[config.mk]
export PLATFORM = sky130hd
export DESIGN_NAME = tlb_maint_ctrl_flat
export DESIGN_NICKNAME = d
export VERILOG_FILES = /design/src/rtl/tlb_maint_if.sv /design/src/rtl/tlb_maint_ctrl.sv /design/src/flat_wrapper.sv
export SDC_FILE = /design/constraint.sdc
export NUM_CORES = 1
export LEC_CHECK = 0
export BUFFER_PORTS_ARGS = -buffer_cell sky130_fd_sc_hd__clkbuf_2
export CAP_MARGIN = 0
export CELL_PAD_IN_SITES_DETAIL_PLACEMENT = 1
export CELL_PAD_IN_SITES_GLOBAL_PLACEMENT = 2
export CORE_MARGIN = 2
export CORE_UTILIZATION = 27
export CTS_BUF_LIST = sky130_fd_sc_hd__clkbuf_16
export DETAILED_ROUTE_END_ITERATION = 10
export HOLD_SLACK_MARGIN = 0.05
export PLACE_DENSITY_LB_ADDON = 0.25
export SETUP_SLACK_MARGIN = 0.3
export SLEW_MARGIN = 20
export SYNTH_ARGS = -nofsm -noshare
export SYNTH_HDL_FRONTEND = slang
export SYNTH_SLANG_ARGS = --single-unit
[constraint.sdc]
create_clock -name clk -period 2.5 [get_ports clk]
set_input_delay 0.375 -clock clk [delete_from_list [all_inputs] [get_ports clk]]
set_output_delay 0.375 -clock clk [all_outputs]
set_load 0.01 [all_outputs]
[src/rtl/tlb_maint_if.sv]
// Maintenance-port bundle for tlb_maint_ctrl: pipeline ops, read results, range flush and TLB side.
// The slave modport is the controller's view; the master modport is the requester/TLB environment's view.
interface tlb_maint_if;
   logic [31:0] cur_pid;
   logic        op_valid;
   logic        op_ready;
   logic [1:0]  op_kind;
   logic [31:0] op_addr;
   logic [31:0] op_pid;
   logic [26:0] op_data;
   logic        rd_valid;
   logic [26:0] rd_data;
   logic        rng_start;
   logic [31:0] rng_base;
   logic [15:0] rng_count;
   logic [31:0] rng_pid;
   logic        busy;
   logic        flush_done;
   logic [31:0] tlb_read_addr;
   logic        tlb_we;
   logic        tlb_invalidate;
   logic        tlb_clear;
   logic [31:0] tlb_write_data;
   logic [31:0] tlb_pid;
   logic [26:0] tlb_rd_in;

   modport slave (
      input  cur_pid, op_valid, op_kind, op_addr, op_pid, op_data,
             rng_start, rng_base, rng_count, rng_pid, tlb_rd_in,
      output op_ready, rd_valid, rd_data, busy, flush_done,
             tlb_read_addr, tlb_we, tlb_invalidate, tlb_clear, tlb_write_data, tlb_pid
   );

   modport master (
      output cur_pid, op_valid, op_kind, op_addr, op_pid, op_data,
             rng_start, rng_base, rng_count, rng_pid, tlb_rd_in,
      input  op_ready, rd_valid, rd_data, busy, flush_done,
             tlb_read_addr, tlb_we, tlb_invalidate, tlb_clear, tlb_write_data, tlb_pid
   );
endinterface

[src/rtl/tlb_maint_ctrl.sv]
// Arbitrates the TLB maintenance port between pipeline TLB ops and a range-flush engine.
// Optional macro TLB_MAINT_FAIRNESS_EN adds a starvation guard that briefly blocks the pipeline.
module tlb_maint_ctrl #(
   parameter int STARVE_LIMIT = 8
) (
   input  logic       clk,
   input  logic       rst_n,
   input  logic       clk_en,
   tlb_maint_if.slave bus
);
   typedef enum logic [0:0] {
      ST_IDLE  = 1'b0,
      ST_FLUSH = 1'b1
   } state_t;

   localparam logic [1:0] OP_READ  = 2'd0;
   localparam logic [1:0] OP_WRITE = 2'd1;
   localparam logic [1:0] OP_INVAL = 2'd2;
   localparam logic [1:0] OP_CLEAR = 2'd3;

   if ((STARVE_LIMIT < 1) || (STARVE_LIMIT > 255)) begin : g_bad_starve_limit
      $error("STARVE_LIMIT must lie in 1..255");
   end

   state_t      r_state;
   logic [19:0] r_vpn;
   logic [15:0] r_remaining;
   logic [31:0] r_flush_pid;
   logic        r_op_ready;
   logic        r_rd_pend;
   logic        r_rd_valid;
   logic        r_busy;
   logic        r_flush_done;
   logic        r_tlb_we;
   logic        r_tlb_inv;
   logic        r_tlb_clear;
   logic [31:0] r_tlb_addr;
   logic [31:0] r_tlb_wdata;
   logic [31:0] r_tlb_pid;
`ifdef TLB_MAINT_FAIRNESS_EN
   localparam logic [7:0] LP_STARVE_LIMIT = 8'(STARVE_LIMIT);
   logic [7:0]  r_starve;
`endif

   logic w_grant;
   logic w_unused;

   assign w_grant  = bus.op_valid && r_op_ready;
   // page offsets never reach the TLB command path
   assign w_unused = &{1'b0, bus.op_addr[11:0], bus.rng_base[11:0]};

   // Command register, read-latency pipe and flush sequencer; everything holds while clk_en is low.
   always_ff @(posedge clk or negedge rst_n) begin
      if (!rst_n) begin
         r_state      <= ST_IDLE;
         r_vpn        <= 20'd0;
         r_remaining  <= 16'd0;
         r_flush_pid  <= 32'd0;
         r_op_ready   <= 1'b0;
         r_rd_pend    <= 1'b0;
         r_rd_valid   <= 1'b0;
         r_busy       <= 1'b0;
         r_flush_done <= 1'b0;
         r_tlb_we     <= 1'b0;
         r_tlb_inv    <= 1'b0;
         r_tlb_clear  <= 1'b0;
         r_tlb_addr   <= 32'd0;
         r_tlb_wdata  <= 32'd0;
         r_tlb_pid    <= 32'd0;
`ifdef TLB_MAINT_FAIRNESS_EN
         r_starve     <= 8'd0;
`endif
      end else if (clk_en) begin
         r_tlb_we     <= 1'b0;
         r_tlb_inv    <= 1'b0;
         r_tlb_clear  <= 1'b0;
         r_flush_done <= 1'b0;
         r_tlb_pid    <= bus.cur_pid;
         r_op_ready   <= 1'b1;
         r_rd_pend    <= 1'b0;
         r_rd_valid   <= r_rd_pend;

         if (w_grant) begin
            r_tlb_addr <= {bus.op_addr[31:12], 12'h000};
            r_tlb_pid  <= bus.op_pid;
            case (bus.op_kind)
               OP_READ:  r_rd_pend <= 1'b1;
               OP_WRITE: begin
                  r_tlb_we    <= 1'b1;
                  r_tlb_wdata <= {5'd0, bus.op_data};
               end
               OP_INVAL: r_tlb_inv   <= 1'b1;
               OP_CLEAR: r_tlb_clear <= 1'b1;
               default:  r_rd_pend   <= 1'b0;
            endcase
         end

         case (r_state)
            ST_IDLE: begin
               if (bus.rng_start) begin
                  r_vpn       <= bus.rng_base[31:12];
                  r_remaining <= bus.rng_count;
                  r_flush_pid <= bus.rng_pid;
                  if (bus.rng_count == 16'd0) begin
                     r_flush_done <= 1'b1;
                  end else begin
                     r_state <= ST_FLUSH;
                     r_busy  <= 1'b1;
                  end
               end
            end
            ST_FLUSH: begin
               if (w_grant && (bus.op_kind == OP_CLEAR)) begin
                  // a clear wipes everything the flush would have touched
                  r_state      <= ST_IDLE;
                  r_busy       <= 1'b0;
                  r_flush_done <= 1'b1;
`ifdef TLB_MAINT_FAIRNESS_EN
                  r_starve     <= 8'd0;
`endif
               end else if (w_grant) begin
`ifdef TLB_MAINT_FAIRNESS_EN
                  r_starve <= r_starve + 8'd1;
                  if ((r_starve + 8'd1) == LP_STARVE_LIMIT) begin
                     r_op_ready <= 1'b0;
                  end else begin
                     r_op_ready <= 1'b1;
                  end
`endif
               end else begin
                  r_tlb_addr  <= {r_vpn, 12'h000};
                  r_tlb_pid   <= r_flush_pid;
                  r_tlb_inv   <= 1'b1;
                  r_vpn       <= r_vpn + 20'd1;
                  r_remaining <= r_remaining - 16'd1;
`ifdef TLB_MAINT_FAIRNESS_EN
                  r_starve    <= 8'd0;
`endif
                  if (r_remaining == 16'd1) begin
                     r_state      <= ST_IDLE;
                     r_busy       <= 1'b0;
                     r_flush_done <= 1'b1;
                  end
               end
            end
            default: begin
               r_state <= ST_IDLE;
               r_busy  <= 1'b0;
            end
         endcase
      end
   end

   assign bus.op_ready       = r_op_ready;
   assign bus.rd_valid       = r_rd_valid;
   assign bus.rd_data        = r_rd_valid ? bus.tlb_rd_in : 27'd0;
   assign bus.busy           = r_busy;
   assign bus.flush_done     = r_flush_done;
   assign bus.tlb_read_addr  = r_tlb_addr;
   assign bus.tlb_we         = r_tlb_we;
   assign bus.tlb_invalidate = r_tlb_inv;
   assign bus.tlb_clear      = r_tlb_clear;
   assign bus.tlb_write_data = r_tlb_wdata;
   assign bus.tlb_pid        = r_tlb_pid;
endmodule

[src/flat_wrapper.sv]
// flat-port wrapper written by rule: the top's interface ports become plain ports
module tlb_maint_ctrl_flat 
#(
   parameter int STARVE_LIMIT = 8
)
  (clk, rst_n, clk_en, bus_cur_pid, bus_op_valid, bus_op_kind, bus_op_addr, bus_op_pid, bus_op_data, bus_rng_start, bus_rng_base, bus_rng_count, bus_rng_pid, bus_tlb_rd_in, bus_op_ready, bus_rd_valid, bus_rd_data, bus_busy, bus_flush_done, bus_tlb_read_addr, bus_tlb_we, bus_tlb_invalidate, bus_tlb_clear, bus_tlb_write_data, bus_tlb_pid);
  tlb_maint_if bus_i ();
  input  logic clk;
  input  logic rst_n;
  input  logic clk_en;
  input wire logic [$bits(bus_i.cur_pid)-1:0] bus_cur_pid;
  input wire logic [$bits(bus_i.op_valid)-1:0] bus_op_valid;
  input wire logic [$bits(bus_i.op_kind)-1:0] bus_op_kind;
  input wire logic [$bits(bus_i.op_addr)-1:0] bus_op_addr;
  input wire logic [$bits(bus_i.op_pid)-1:0] bus_op_pid;
  input wire logic [$bits(bus_i.op_data)-1:0] bus_op_data;
  input wire logic [$bits(bus_i.rng_start)-1:0] bus_rng_start;
  input wire logic [$bits(bus_i.rng_base)-1:0] bus_rng_base;
  input wire logic [$bits(bus_i.rng_count)-1:0] bus_rng_count;
  input wire logic [$bits(bus_i.rng_pid)-1:0] bus_rng_pid;
  input wire logic [$bits(bus_i.tlb_rd_in)-1:0] bus_tlb_rd_in;
  output wire logic [$bits(bus_i.op_ready)-1:0] bus_op_ready;
  output wire logic [$bits(bus_i.rd_valid)-1:0] bus_rd_valid;
  output wire logic [$bits(bus_i.rd_data)-1:0] bus_rd_data;
  output wire logic [$bits(bus_i.busy)-1:0] bus_busy;
  output wire logic [$bits(bus_i.flush_done)-1:0] bus_flush_done;
  output wire logic [$bits(bus_i.tlb_read_addr)-1:0] bus_tlb_read_addr;
  output wire logic [$bits(bus_i.tlb_we)-1:0] bus_tlb_we;
  output wire logic [$bits(bus_i.tlb_invalidate)-1:0] bus_tlb_invalidate;
  output wire logic [$bits(bus_i.tlb_clear)-1:0] bus_tlb_clear;
  output wire logic [$bits(bus_i.tlb_write_data)-1:0] bus_tlb_write_data;
  output wire logic [$bits(bus_i.tlb_pid)-1:0] bus_tlb_pid;
  assign bus_i.cur_pid = bus_cur_pid;
  assign bus_i.op_valid = bus_op_valid;
  assign bus_i.op_kind = bus_op_kind;
  assign bus_i.op_addr = bus_op_addr;
  assign bus_i.op_pid = bus_op_pid;
  assign bus_i.op_data = bus_op_data;
  assign bus_i.rng_start = bus_rng_start;
  assign bus_i.rng_base = bus_rng_base;
  assign bus_i.rng_count = bus_rng_count;
  assign bus_i.rng_pid = bus_rng_pid;
  assign bus_i.tlb_rd_in = bus_tlb_rd_in;
  assign bus_op_ready = bus_i.op_ready;
  assign bus_rd_valid = bus_i.rd_valid;
  assign bus_rd_data = bus_i.rd_data;
  assign bus_busy = bus_i.busy;
  assign bus_flush_done = bus_i.flush_done;
  assign bus_tlb_read_addr = bus_i.tlb_read_addr;
  assign bus_tlb_we = bus_i.tlb_we;
  assign bus_tlb_invalidate = bus_i.tlb_invalidate;
  assign bus_tlb_clear = bus_i.tlb_clear;
  assign bus_tlb_write_data = bus_i.tlb_write_data;
  assign bus_tlb_pid = bus_i.tlb_pid;
  tlb_maint_ctrl #(.STARVE_LIMIT(STARVE_LIMIT)) u_core (.clk(clk), .rst_n(rst_n), .clk_en(clk_en), .bus(bus_i));
endmodule
==> results of run 1 <==
## layout by cell type (no fill, tap or decap), drive strengths merged, types with 7 or more instances in the layout
master,instances
clkbuf,352
dfrtp,168
nand2,160
o21ai,46
a21oi,44
inv,42
o22ai,41
mux2i,39
o211ai,37
nor2,36
buf,33
and2,28
mux2,28
nand3,20
nand4,17
nor3,17
nor4,16
nor2b,14
clkinv,10
or4,7
## metal layers
| layer | part of all wire | vias up | global-route usage |
|---|---|---|---|
| met5 | 0.00044 | - | 0 |
| met4 | 0.012 | 2 | 0.0417 |
| met3 | 0.089 | 22 | 0.0626 |
| met2 | 0.47 | 247 | 0.304 |
| met1 | 0.43 | 3755 | 0.228 |
| li1 | - | 3768 | - |
## final timing paths
path	startpoint	endpoint	slack, ns	cells after the start
setup reg to reg	u_core.r_remaining[6]$_DFFE_PN0P_	u_core.r_remaining[15]$_DFFE_PN0P_	0.45	4
hold / removal	bus_rng_pid[10]	u_core.r_flush_pid[10]$_DFFE_PN0P_	0.13	3
max in group asynchronous	rst_n	u_core.bus.tlb_pid[7]$_DFFE_PN0P_	1.36	3
hold reg to reg	u_core.r_flush_pid[0]$_DFFE_PN0P_	u_core.r_flush_pid[0]$_DFFE_PN0P_	0.47	2
min in group asynchronous	rst_n	u_core.r_flush_pid[20]$_DFFE_PN0P_	0.43	2
setup / recovery	u_core.r_remaining[6]$_DFFE_PN0P_	u_core.r_remaining[15]$_DFFE_PN0P_	0.45	4
## timing repair
item / 4_1_cts / 5_1_grt
resized for setup: 0 / 2
endpoints found under the hold margin: 39 / 0
endpoints found under the setup margin: 0 / 2
setup buffers: 0 / 0
hold buffers: 1 / 0
## flip-flops by register name, summed over array words and instances, names as in the netlist
name	flops
u_core.bus.op_ready	1
u_core.bus.busy	1
u_core.bus.flush_done	1
u_core.bus.tlb_pid	32
u_core.bus.tlb_write_data	27
u_core.bus.tlb_we	1
u_core.bus.tlb_read_addr	32
u_core.r_vpn	20
u_core.r_flush_pid	32
u_core.bus.tlb_invalidate	1
u_core.bus.tlb_clear	1
u_core.r_remaining	16
u_core.r_rd_pend	1
u_core.bus.rd_valid	1
u_core.r_state	1
## critical path, cell delays in order (launching register included)
cell and delay [ns]:
dfrtp_1 0.42, or4_1 0.57, or4_4 0.55, nor4_1 0.27, a311oi_1 0.08
## stage by stage
| stage | total power [mW] | setup WS, ns | std cells |
|---|---|---|---|
| after global placement | 5.62 | 0.432 | 1586 |
| after detailed placement | 5.68 | 0.410 | 1586 |
| after global routing | 8.56 | 0.320 | 1618 |
| final | 7.98 | 0.450 | 1618 |
| after floorplan | 4.76 | 0.470 | 894 |
| after CTS | 8.13 | 0.416 | 1618 |
## layout make-up
type                    instances  area [µm²]  share of cell area
clock buffers                  17         425              0.0385
clock inverters                14        90.1             0.00814
inverters                      41         154              0.0139
multi-input cells             613        3690               0.333
flip-flops and latches        168        4210               0.380
well taps                     396         495              0.0448
repair buffers                369        2000               0.181
## where the power goes
group / leakage (nW) / internal, mW / switching (mW)
sequential: 2.06 / 3.22 / 0.405
combinational: 3.26 / 0.905 / 1.06
clock: 0.250 / 1.25 / 1.14
total: 5.56 / 5.38 / 2.60
## logic make-up (layout without fill, tap and decap cells)
family,Yosys count,after routing,synth area share
and+or+nand+nor,342,342,0.201
AOI/OAI and AO/OA,196,196,0.147
DFF,168,168,0.507
buffers and inverters,113,441,0.0549
muxes,67,67,0.0851
adders and majority gates,3,3,0.00453
other,1,5,0.000452
==> metrics.md, run 1 <==
| Metric | Value |
|---|---|
| Status | `finished, final reports clean` |
| Syn_area_per_cell | `9.31 µm²` |
| Lkg Pwr | `5.56 nW` |
| Ys Warns | `0` |
| Detailed Route Iter0 Violations | `298` |
| Startpoint Class | `register` |
| Cell with the most instances after synthesis | `dfrtp_1` |
| Worst VDD drop | `0.000352 V` |
| Total Routing Usage GR | `0.182` |
| I/O pins | `367` |
| Clk Tree Root Cell | `clkbuf_16` |
| Final Core Density | `0.363` |
| Slew Limit Fails | `0` |
| Area after DPL | `0.0105 mm²` |
| Post-synthesis async set-or-reset flop share | `1.00` |
| Slew @ Worst Pin | `0.714 ns` |
| Cell Pwr Density | `722 mW/mm²` |
| Filler cell count | `3675` |
| WL/cell | `18.3 µm` |
| Gp weighted congestion | `0.773` |
| RSZ-0062 raised after global routing | `false` |
| Syn Inst Count | `890` |
| Htree depth | `4` |
| Largest net degree at the start of global routing | `65` |
| Initial antenna violation count | `1` |
| Max Cap Viol | `0` |
| TritonCTS Sinks | `168` |
| Setup CP Type | `register to register` |
| Cell Area, Synth | `0.00829 mm²` |
| Yosys reg bits | `168` |
| Final instance area | `0.0111 mm²` |
| Yosys top cell by area | `dfrtp_1` |
| Largest cells by area after synthesis | `dfrtp_1 (51%), nand2_1 (7.2%), mux2i_1 (4.7%), mux2_2 (3.8%), o211ai_1 (3.4%)` |
| Post-DR vias/cell | `4.82` |
| Final Net Count | `1450` |
| CP endpoint kind | `register` |
| Initial Util | `0.272` |
| Top cells by count, synth | `dfrtp_1 (168), nand2_1 (160), clkbuf_1 (52), o21ai_0 (46), a21oi_1 (44)` |
| Max_slew headroom | `0.520` |
| Ys flop type | `dfrtp_1` |
| Setup violators final | `0` |
| Final WL | `29.6 mm` |
| Clock Skews | `0.0122 ns` |
| Grt total ovfl | `0` |
| Routed Antenna Nets | `0` |
| Site Rows | `64` |
| Worst EP arrival | `2.32 ns` |
| Fin Hold WS | `0.129 ns` |
| TritonCTS buffer count | `17` |
| Via count | `7794` |
| CTS Buffer Depth | `2` |
| Library cells used by synthesis | `54` |
| Share of cells above drive strength 1 | `0.359` |
| Die Area | `0.0321 mm²` |
| Antenna fix cells | `0` |
| Fmax | `0.488 GHz` |
| Clk slew on worst S/H paths | `0.07 ns` |
| Seq/Total Area, Yosys | `0.507` |
| CP Max Fanout | `5` |
| Latest clock arrival within the worst-skew pair | `0.43 ns` |
| PortBufs | `337` |
| Detailed-router iteration count before antenna repair | `4` |
| Post-route clock period utilization | `0.820` |
| Area grow syn2layout | `33.4%` |
| Number of global-route vias before repair | `7920` |
| Required @ worst endpoint | `2.77 ns` |
| DRC violation count after routing | `0` |
| Hold crit path type | `primary input to register` |
| Core ar. | `0.0304 mm²` |
| CTS tree | `done` |
| First-pass GRT wire length | `44.8 mm` |
| Die span in x | `179 µm` |
| Post-synth EDFFs | `0` |
| Minimum clock period after layout | `2.05 ns` |
| Synth top area share | `0.507` |
| Hpwl dp | `21.9 mm` |
| Fin Setup TNS | `0 ns` |
| DIE HEIGHT | `179 µm` |
| Final Hold Vio Count | `0` |
No activity file was read; power rests on OpenSTA's default activity.
==> run 2: changes to the inputs <==
--- a/config.mk
+++ b/config.mk
@@ -10,7 +10,7 @@
 export CELL_PAD_IN_SITES_DETAIL_PLACEMENT = 1
 export CELL_PAD_IN_SITES_GLOBAL_PLACEMENT = 2
 export CORE_MARGIN = 2
-export CORE_UTILIZATION = 27
+export CORE_UTILIZATION = 24
 export CTS_BUF_LIST = sky130_fd_sc_hd__clkbuf_16
 export DETAILED_ROUTE_END_ITERATION = 10
 export HOLD_SLACK_MARGIN = 0.05
==> constraint.sdc (replaced) <==
create_clock -name clk -period 1.7 [get_ports clk]
set_input_delay 0.255 -clock clk [delete_from_list [all_inputs] [get_ports clk]]
set_output_delay 0.255 -clock clk [all_outputs]
set_load 0.01 [all_outputs]
==> metrics.md, run 2 (synthesis results as in run 1) <==
| Metric | Value |
|---|---|
| Status | `finished with violations` |
| Failing checks | `negative setup slack` |
| CTS tree | `done` |
| Detailed-router iteration count before antenna repair | `4 (unchanged)` |
| Final Net Count | `1635 (+13%)` |
| Worst EP arrival | `2.20 ns (-0.12 ns)` |
| Site Rows | `68 (+6.3%)` |
| Max_slew headroom | `0.538 (+0.0184)` |
| Initial Util | `0.242 (-0.0307)` |
| Cell Pwr Density | `964 mW/mm² (+34%)` |
| Startpoint Class | `register` |
| Final WL | `36.9 mm (+25%)` |
| Setup CP Type | `register to register` |
| Post-DR vias/cell | `4.72 (-2.0%)` |
| Lkg Pwr | `7.07 nW (+27%)` |
| CP Max Fanout | `5 (unchanged)` |
| CP endpoint kind | `register` |
| Die span in x | `190 µm (+5.9%)` |
| Total Routing Usage GR | `0.202 (+0.0195)` |
| Detailed Route Iter0 Violations | `256 (-14%)` |
| I/O pins | `367 (unchanged)` |
| Gp weighted congestion | `0.743 (-3.8%)` |
| CTS Buffer Depth | `2 (unchanged)` |
| Share of cells above drive strength 1 | `0.510 (+0.151)` |
| Final Hold Vio Count | `0 (unchanged)` |
| Slew Limit Fails | `0 (unchanged)` |
| Area after DPL | `0.0113 mm² (+7.1%)` |
| Routed Antenna Nets | `0 (unchanged)` |
| Fmax | `0.532 GHz (+9.1%)` |
| DIE HEIGHT | `190 µm (+5.9%)` |
| Post-route clock period utilization | `1.11 (+0.285)` |
| RSZ-0062 raised after global routing | `true` |
| Initial antenna violation count | `2 (+1)` |
| Hpwl dp | `23.8 mm (+8.6%)` |
| Largest net degree at the start of global routing | `65 (unchanged)` |
| Minimum clock period after layout | `1.88 ns (-0.171 ns)` |
| Max Cap Viol | `0 (unchanged)` |
| Slew @ Worst Pin | `0.693 ns (-0.0210 ns)` |
| Worst VDD drop | `0.000692 V (+97%)` |
| Htree depth | `4 (unchanged)` |
| Final instance area | `0.0148 mm² (+34%)` |
| DRC violation count after routing | `0 (unchanged)` |
| Fin Hold WS | `0.0758 ns (-0.0530 ns)` |
| Number of global-route vias before repair | `9384 (+18%)` |
| TritonCTS buffer count | `17 (unchanged)` |
| WL/cell | `19.8 µm (+8.3%)` |
| Die Area | `0.0360 mm² (+12%)` |
| Most frequent cells in the layout | `clkbuf_2 (306), dfrtp_1 (162), nand2_1 (156)` |
| Setup violators final | `11 (+11)` |
| Latest clock arrival within the worst-skew pair | `0.45 ns (+0.02 ns)` |
| Hold crit path type | `primary input to register` |
| Core ar. | `0.0343 mm² (+13%)` |
| Clk Tree Root Cell | `clkbuf_16` |
| Grt total ovfl | `0 (unchanged)` |
| Commonest non-fill, non-tap cell in the layout | `clkbuf_2` |
| Clk slew on worst S/H paths | `0.07 ns (about the same)` |
| Worst slack at placement | `-0.317 ns (-0.727 ns)` |
| Required @ worst endpoint | `2.02 ns (-0.75 ns)` |
| PortBufs | `337 (unchanged)` |
| Via count | `8800 (+13%)` |
| Area grow syn2layout | `78.3%` |
| TritonCTS Sinks | `168 (unchanged)` |
| Clock Skews | `0.0123 ns (+0.000161 ns)` |
| First-pass GRT wire length | `55.8 mm (+24%)` |
| PnR worst setup slack | `-0.179 ns (-0.629 ns)` |
## run 2: changes by cell type in the layout (fill, tap and decap cells not counted), sizes merged
| cell | before | now |
|---|---|---|
| buf | 33 | 173 |
| dlygate4sd3 | 1 | 67 |
| clkbuf | 352 | 327 |
| inv | 42 | 50 |
| clkinv | 10 | 4 |
| and3 | 3 | 5 |
| bufbuf | 0 | 2 |
| clkinvlp | 3 | 1 |
| diode | 0 | 2 |
| bufinv | 0 | 1 |
## run 2: final timing paths
path                                                      end                          startpoint  slack, ns  depth (start not counted)
setup / recovery                   u_core.r_state$_DFFE_PN0P_   u_core.r_remaining[7]$_DFFE_PN0P_      -0.18                          4
hold / removal             u_core.bus.tlb_pid[23]$_DFFE_PN0P_                      bus_op_pid[23]       0.08                          3
setup reg to reg                   u_core.r_state$_DFFE_PN0P_   u_core.r_remaining[7]$_DFFE_PN0P_      -0.18                          4
hold reg to reg            u_core.r_flush_pid[25]$_DFFE_PN0P_  u_core.r_flush_pid[25]$_DFFE_PN0P_       0.48                          2
max in group asynchronous         u_core.r_vpn[7]$_DFFE_PN0P_                               rst_n       0.82                          3
min in group asynchronous   u_core.r_remaining[5]$_DFFE_PN0P_                               rst_n       0.25                          2
## run 2: final cells by class
cell class | count | area, µm²
diodes | 2 | 5.00
multi-input cells | 615 | 4760
well taps | 455 | 569
clock inverters | 15 | 151
clock buffers | 17 | 425
inverters | 41 | 161
repair buffers | 552 | 4490
flip-flops and latches | 168 | 4220
fillers | 3826 | 19500
## run 2: where the power goes
part           total (mW)  switching (mW)  internal (mW)
Combinational        4.94            2.38           2.56
Sequential           5.30           0.557           4.74
Clock                4.01            1.93           2.08
Total                14.2            4.87           9.38
## run 2: repair_timing
item,CTS,global route
endpoints found under the hold margin,192,0
pin swaps,43,35
resized for setup,222,160
setup buffers,32,15
hold buffers,67,0
cloned,15,4
endpoints found under the setup margin,188,159
## run 2: layer usage
metal,up-vias,GRT usage,wire length (µm)
met5,-,0,13
met2,269,0.360,19000
met1,4354,0.240,14900
met3,30,0.0537,2470
li1,4145,-,-
met4,2,0.0510,519
## run 2: worst max-delay path: stages, from the launching register on
cell and delay [ns]:
dfrtp_1 0.39, or4_4 0.59, or4_4 0.49, o211ai_1 0.18, o211ai_1 0.10
## run 2: through the flow
| step | std cells | TNS [ns] | total power, mW | utilization |
|---|---|---|---|---|
| after floorplan | 894 | -1.33 | 7.20 | - |
| after global placement | 1698 | -1.46 | 8.76 | 0.329 |
| after detailed placement | 1698 | -2.00 | 8.86 | 0.329 |
| after CTS | 1844 | -1.17 | 13.9 | 0.407 |
| after global routing | 1863 | -2.33 | 15.1 | 0.431 |
| final | 1865 | -1.18 | 14.2 | 0.431 |
